File: config.mk
export PLATFORM = sky130hd
export DESIGN_NAME = ten_bit_shift_rx
export DESIGN_NICKNAME = d
export VERILOG_FILES = /design/src/rtl/ten_bit_shift_rx.sv
export SDC_FILE = /design/constraint.sdc
export NUM_CORES = 1
export LEC_CHECK = 0
export ABC_AREA = 1
export BUFFER_PORTS_ARGS = -buffer_cell sky130_fd_sc_hd__buf_2
export CAP_MARGIN = 5
export CORE_AREA = 2 2 74 76
export DETAILED_ROUTE_END_ITERATION = 10
export DIE_AREA = 0 0 76 78
export PLACE_DENSITY = 0.47
export SLEW_MARGIN = 5
export SYNTH_ARGS = -nofsm -noshare
export SYNTH_HDL_FRONTEND = slang
export SYNTH_SLANG_ARGS = --single-unit
File: constraint.sdc
create_clock -name clk -period 2.3 [get_ports clk]
set_clock_uncertainty 0.2 [all_clocks]
set_input_delay 0.115 -clock clk [delete_from_list [all_inputs] [get_ports clk]]
set_output_delay 0.115 -clock clk [all_outputs]
set_load 0.05 [all_outputs]
File: src/rtl/ten_bit_shift_rx.sv
// ten_bit_shift_rx: oversampled 8N1 serial receiver with a one-byte holding register.
module ten_bit_shift_rx #(
  parameter int OVERSAMPLE = 16
) (
  input  logic       clk,
  input  logic       reset,
  input  logic       rx_in,
  input  logic       sample_en,
  input  logic       data_ack,
  output logic [7:0] data_out,
  output logic       data_valid,
  output logic       frame_err,
  output logic       overrun,
  output logic       busy
);
  localparam int CW = $clog2(OVERSAMPLE);
  localparam logic [CW-1:0] HALF = CW'(OVERSAMPLE / 2 - 1);
  localparam logic [CW-1:0] LAST = CW'(OVERSAMPLE - 1);
  localparam logic [2:0] IDLE = 3'd0, START = 3'd1, DATA = 3'd2, STOP = 3'd3, WAIT_IDLE = 3'd4;
  logic          rx_m, rx_s;
  logic [2:0]    state;
  logic [CW-1:0] cnt;
  logic [2:0]    idx;
  logic [7:0]    sh;
  assign busy = state != IDLE;
  always_ff @(posedge clk) begin
    if (reset) begin
      rx_m       <= 1'b1;
      rx_s       <= 1'b1;
      state      <= IDLE;
      cnt        <= '0;
      idx        <= '0;
      sh         <= '0;
      data_out   <= '0;
      data_valid <= 1'b0;
      frame_err  <= 1'b0;
      overrun    <= 1'b0;
    end else begin
      rx_m      <= rx_in;
      rx_s      <= rx_m;
      frame_err <= 1'b0;
      overrun   <= 1'b0;
      if (data_ack) data_valid <= 1'b0;
      if (sample_en) begin
        case (state)
          IDLE: if (!rx_s) begin
            state <= START;
            cnt   <= '0;
          end
          START: if (cnt == HALF) begin
            state <= rx_s ? IDLE : DATA;
            cnt   <= '0;
            idx   <= '0;
          end else cnt <= cnt + 1'b1;
          DATA: if (cnt == LAST) begin
            sh[idx] <= rx_s;
            cnt     <= '0;
            idx     <= idx + 3'd1;
            if (idx == 3'd7) state <= STOP;
          end else cnt <= cnt + 1'b1;
          STOP: if (cnt == LAST) begin
            cnt <= '0;
            if (rx_s) begin
              state <= IDLE;
              // a simultaneous ack frees the holding register for the new byte
              if (!data_valid || data_ack) begin
                data_out   <= sh;
                data_valid <= 1'b1;
              end else overrun <= 1'b1;
            end else begin
              state     <= WAIT_IDLE;
              frame_err <= 1'b1;
            end
          end else cnt <= cnt + 1'b1;
          WAIT_IDLE: if (rx_s) state <= IDLE;
          default: state <= IDLE;
        endcase
      end
    end
  end
endmodule
Word level (Yosys, flattened, before mapping)
Cells that the tools add are included.

storage, ports and cells
  register bits = 31
  bits in latches = 0
  memory bits (writable) = 0
  bits in read-only memories = 0
  input bits = 5
  output and inout bits = 12
  word-level logic and storage cells = 73
  memories = 0

operators by class
  add/subtract/negate cells = 2
  multipliers = 0
  div/mod/pow operators = 0
  magnitude comparators = 2
  eq/ne operators = 13
  shift operators = 0
  muxes and demuxes = 27
  bitwise operators = 4
  reduce and logical (&&, ||, !) cells = 15

operators with widths
  operator                                             number
  two-way mux 3 bit                                    9
  case mux 3 bit (5 select lines)                      1
  two-way mux 4 bit                                    3
  != test 2 bit (second input constant)                6
  case mux 4 bit (3 select lines)                      1
  two-way mux 1 bit                                    9
  bitwise mux 8 bit                                    1
  AND reduction 7 bit                                  1
  == test 3 x 2 -> 1 bit (second input constant)       2
  == test 3 bit (second input constant)                2
  case mux 3 bit (2 select lines)                      1
  AND reduction 3 bit                                  2
  nonzero test 3 bit                                   2
  AND reduction 5 bit                                  1
  OR reduction 5 bit                                   1
  adder 4 x 1 -> 4 bit (second input constant)         1
  == test 4 x 3 -> 1 bit (second input constant)       1
  == test 4 bit (second input constant)                1
  < comparator 3 x 4 -> 1 bit (second input constant)  1
  inverter 1 bit                                       4
  AND reduction 4 bit                                  1
  OR reduction 4 bit                                   1
  adder 3 x 1 -> 3 bit (second input constant)         1
  demux 1 bit (select 3 bit)                           1
  9 further kinds                                      9

Longest topological paths before layout
  depth after elaboration = 7
  depth in mapped cells = 9
  gate-level depth less buffers = 9

Worst setup path before layout
No wires, ideal clock.

  path kind = flip-flop to flip-flop
  start = register data_valid
  end = register data_out[0]
  setup time = 0.118 ns
  arrival time = 1.309 ns
  data required time = 1.982 ns
  setup slack = 0.673 ns
  cell stages (with the launch flop) = 6
  buffers on the path = 0
  clock period less this slack = 1.627 ns
  path through = dfxtp_1 inv_1 nor2_2 nor2_4 o21ai_0 nor2_1

on the way
  longest elaborated chain between the ends = 3

ends and longest elaborated chain
  what                           RTL line  RTL
  start: declaration             11        output logic data_valid,
  start signal: assignment       35        data_valid <= 1'b0;
  start signal: assignment       43        if (data_ack) data_valid <= 1'b0;
  start signal: assignment       68        data_valid <= 1'b1;
  zero test 1 bit                66        if (!data_valid || data_ack) begin
  logical OR 1 bit               66
  AND reduction 5 bit (no line)  --
  end signal: assignment         67        data_out <= sh;
  end: declaration               10        output logic [7:0] data_out,

No other way between the ends.
A chain may end at the register's enable or synchronous reset.

Worst setup path in the final report
  start = register cnt[0]
  end = register data_out[3]

on the way
  longest elaborated chain between the ends = 2

ends and longest elaborated chain
  what                           RTL line  RTL
  start: declaration             22        logic [CW-1:0] cnt;
  start signal: assignment       54        end else cnt <= cnt + 1'b1;
  start signal: assignment       60        end else cnt <= cnt + 1'b1;
  start signal: assignment       74        end else cnt <= cnt + 1'b1;
  == test 4 bit                  61        STOP: if (cnt == LAST) begin
  AND reduction 5 bit (no line)  --

No other way between the ends.

==> impl_summary.txt <==
----------------------------------------------------
[Power]
  P_leak ... 0.830 nW
  Sw frac ... 34.3%
  Combinational fraction of design power ... between 20% and 30%
  Power Dens Cells ... 808 nW/um2
  Worst supply voltage drop on vdd ... roughly 0.32 mV
  Flop pwr share ... 42.0%
  Sum of internal, switching and leakage power ... roughly 1.4 mW
  Relative contribution of the clock network to total power ... 33.5%
  Internal power summed over all cells ... roughly 940 uW
  Power spent charging and discharging nets ... 489 uW

[Global routing]
  Overall overflow remaining after global route ... 0
  Initial antenna violation count ... 0
  Number of global-route vias before repair ... approximately 1100
  Met2 routing resource usage after global routing ... roughly 16%
  Largest net degree at the start of global routing ... 22
  GR peak layer ... met2
  M1 GR Usage ... 13.4%
  Global-route met3 utilization ... 3.26%
  GR Util All Layers ... between 10% and 20%
  Global-route wire length before repair ... a little over 5000 um

[Route]
  Via count of the routed design ... between 1000 and 1500
  Number of DRC violations after detailed-routing iteration 0 ... 39
  TritonRoute pass-1 iters ... 4
  Via density per instance ... 4.33
  Number of nets still failing antenna checks after routing ... 0
  Final wirelength ... 2960 um
  Remaining design rule violation count ... 0
  Detailed-route wire length per cell ... roughly 10 um

[Synthesis]
  Unique masters post-synth ... 24
  Number of warning messages in the yosys log ... 0
  Compound-cell area share of the yosys netlist ... 9.44%
  Synth Net Count ... between 200 and 250
  Biggest area contributors in the synthesized netlist ... sky130_fd_sc_hd__dfxtp_1 42%, sky130_fd_sc_hd__nor2_1 9.6%, sky130_fd_sc_hd__nand2_1 7.3%
  Register area share after synthesis ... between 40% and 50%
  Synthesized cell area ... 1480 um2
  Per-instance average area after synthesis ... about 7.5 um2
  Largest family of logic cells by synthesized area ... simple AND/OR/NAND/NOR gates
  Synthesized-area fraction occupied by adder cells ... under 10%
  Synth top area share ... 41.8%
  Cell type contributing the most total cell area after synthesis ... sky130_fd_sc_hd__dfxtp_1
  Synthesized netlist cell count ... 198
  XOR/XNOR share of the synthesized area ... 0.590%
  Area share of and/or/nand/nor cells after synthesis ... a little under two fifths
  Synthesized flop and latch total ... 31
  Multiplexer fraction of the synthesized cell area ... 0%

[Placement]
  IO buf count ... 16
  Last weighted congestion value of the routability-driven placer ... approximately 0.78
  Hpwl dp ... 2150 um
  Post-placement cell count ... 280
  Placed instance area ... 1620 um2

[Floorplanning]
  Site row count ... 26
  Top-Level Pins ... 17
  Die width ... 76 um
  Initial Utilization ... 29.4%
  DIE AREA ... ~6000 um2
  Die outline height ... 78 um
  Core Area ... 5040 um2

[Timing]
  Setup repair after global routing missed its margin ... false
  Number of max-slew violations in the final report ... 0
  Max Freq ... 544 MHz
  Tcrit/Tclk final ... 80.0%
  Final setup violation count ... 0
  Total Negative Setup Slacks ... 0 ns
  Number of hold violations in the final report ... 0
  Slew HR ... 60.4%
  Shortest clock period the worst path allows after layout ... 1.84 ns
  Slew at the pin with the worst max-slew slack ... 0.594 ns
  Worst hold slack across all endpoints ... between 0.04 and 0.05 ns

[Setup path]
  Worst reg2reg setup slack ... 0.46 ns
  Slowest stage cell, crit path ... sky130_fd_sc_hd__dfxtp_1
  Type of element launching the critical path ... flop
  Critical Path Fanout Max ... 11
  Worst endpoint required time ... between 2 and 2.5 ns
  Worst-path cell chain ... ha_1, nand3_2, nor2_4, nand3_2, nor2_4, o21ai_0, nor2_1
  Crit path DAT ... 1.85 ns
  Delay contributed by the slowest stage of the critical path ... ~0.37 ns
  Kind of capture point of the worst setup path ... flop
  Category of the critical setup timing path ... reg2reg
  Worst R2R End ... data_out[3]
  Worst r2r src ... cnt[0]
  R2R depth ... 7

[Worst hold path]
  Count of cells along the worst hold path ... 3
  Worst min-delay path class ... in2reg
  Hold_sp ... sample_en
  Worst Hold Endpoint ... frame_err

[Layout]
  Ant. Diodes ... 0
  Net count, final ... 229
  Fraction of layout instances using a drive strength above 1 ... 20.3%
  Filler instances ... 545
  Area Growth Syn to Fin ... 19.0%
  Post-Layout Cell Count ... 292
  Cell area after layout ... 1770 um2
  Top library cells by usage in the layout, fill and taps aside ... 38 x sky130_fd_sc_hd__nor2_1, 31 x sky130_fd_sc_hd__dfxtp_1, 29 x sky130_fd_sc_hd__nand2_1
  Commonest non-fill, non-tap cell in the layout ... sky130_fd_sc_hd__nor2_1

[Clocking]
  Clock transition at the registers of the reported paths ... around 0.070 ns
  Clock Root Buffer ... sky130_fd_sc_hd__clkbuf_8
  Inserted Clock Buffers ... 5
  Num Clock Sinks ... 31
  Maximum buffer depth of the clock tree ... 2
  Clock tree from TritonCTS ... done
  Gates resized, CTS repair ... 0
  Clock latency on the worst-skew pair ... around 0.28 ns
  Number of buffers inserted by post-CTS setup repair ... 0
  Level count of the clock H-tree ... 2
  Count of hold buffers inserted by post-cts repair ... 4

[Run]
  Number of violations of the max-capacitance limit ... 0

[Outcome]
  Run status ... complete, no violations

----------------------------------------------------
==> power by group through the flow <==
stage / sequential (mW) / clock, mW / combinational [mW]
after floorplan: 0.602 / 0 / 0.286
after global placement: 0.612 / 0 / 0.352
after detailed placement: 0.610 / 0 / 0.347
after CTS: 0.598 / 0.507 / 0.353
after global routing: 0.603 / 0.523 / 0.396
final: 0.599 / 0.478 / 0.350
==> cell usage after synthesis, drive strengths merged <==
cell type and instances:
a21oi 15, buf 2, clkbuf 2, dfxtp 31, ha 3, inv 21, nand2 31, nand3 17
nand3b 1, nor2 46, nor3 12, nor4 1, o21ai 13, or2 2, xor2 1
==> final cells by class <==
| cell class | instances | area (um2) | area share, % |
|---|---|---|---|
| multi-input combinational | 142 | 754 | 42.7 |
| timing repair buffer | 20 | 120 | 6.80 |
| inverter | 21 | 78.8 | 4.46 |
| sequential | 31 | 621 | 35.2 |
| tap | 70 | 87.6 | 4.96 |
| clock inverter | 1 | 7.51 | 0.425 |
| clock buffer | 7 | 96.3 | 5.46 |
==> metal layers <==
layer	vias up	wire, um
met5	-	0
met1	558	1500
met3	7	80
li1	687	-
met2	13	1300
met4	0	74
==> state kept, by name, summed over array words and instances, names as in the netlist <==
signal and cells:
cnt 4, frame_err 1, overrun 1, rx_m 1, data_valid 1, data_out 8, state 3, rx_s 1
sh 8, idx 3
==> how the worst max path moves through the flow <==
stage                   to  slack (ns)  cells past startpoint        from
3_3_place_gp   data_out[5]        0.49                      7      cnt[0]
3_5_place_dp   data_out[3]        0.45                      7      cnt[0]
2_1_floorplan  data_out[0]        0.67                      5  data_valid
5_1_grt        data_out[4]        0.23                      7      cnt[0]
4_1_cts        data_out[3]        0.43                      7      cnt[0]
6_report       data_out[3]        0.46                      7      cnt[0]
==> worst max-delay path: cells and delay by family, from the launching register on <==
kind | cells | cell delay [ns]
flip-flops | 1 | 0.37
adder cells (fa/ha/maj) | 1 | 0.22
AO/OA/AOI/OAI | 1 | 0.10
AND/OR/NAND/NOR | 5 | 0.89
==> metrics by stage <==
stage | setup WS [ns] | util (%)
4_1_cts | 0.429 | 35.0
3_3_place_gp | 0.490 | 32.2
5_1_grt | 0.228 | 35.0
3_5_place_dp | 0.454 | 32.2
6_report | 0.461 | 35.0
2_1_floorplan | 0.673 | -
==> kinds of logic (layout without fill, tap and decap cells) <==
family,after synthesis,after routing
AO/OA/AOI/OAI,28,28
XOR/XNOR,1,1
adder cells (fa/ha/maj),3,3
buffers and inverters,25,49
flip-flops,31,31
AND/OR/NAND/NOR,110,110
(Power assumes the default switching activity.)
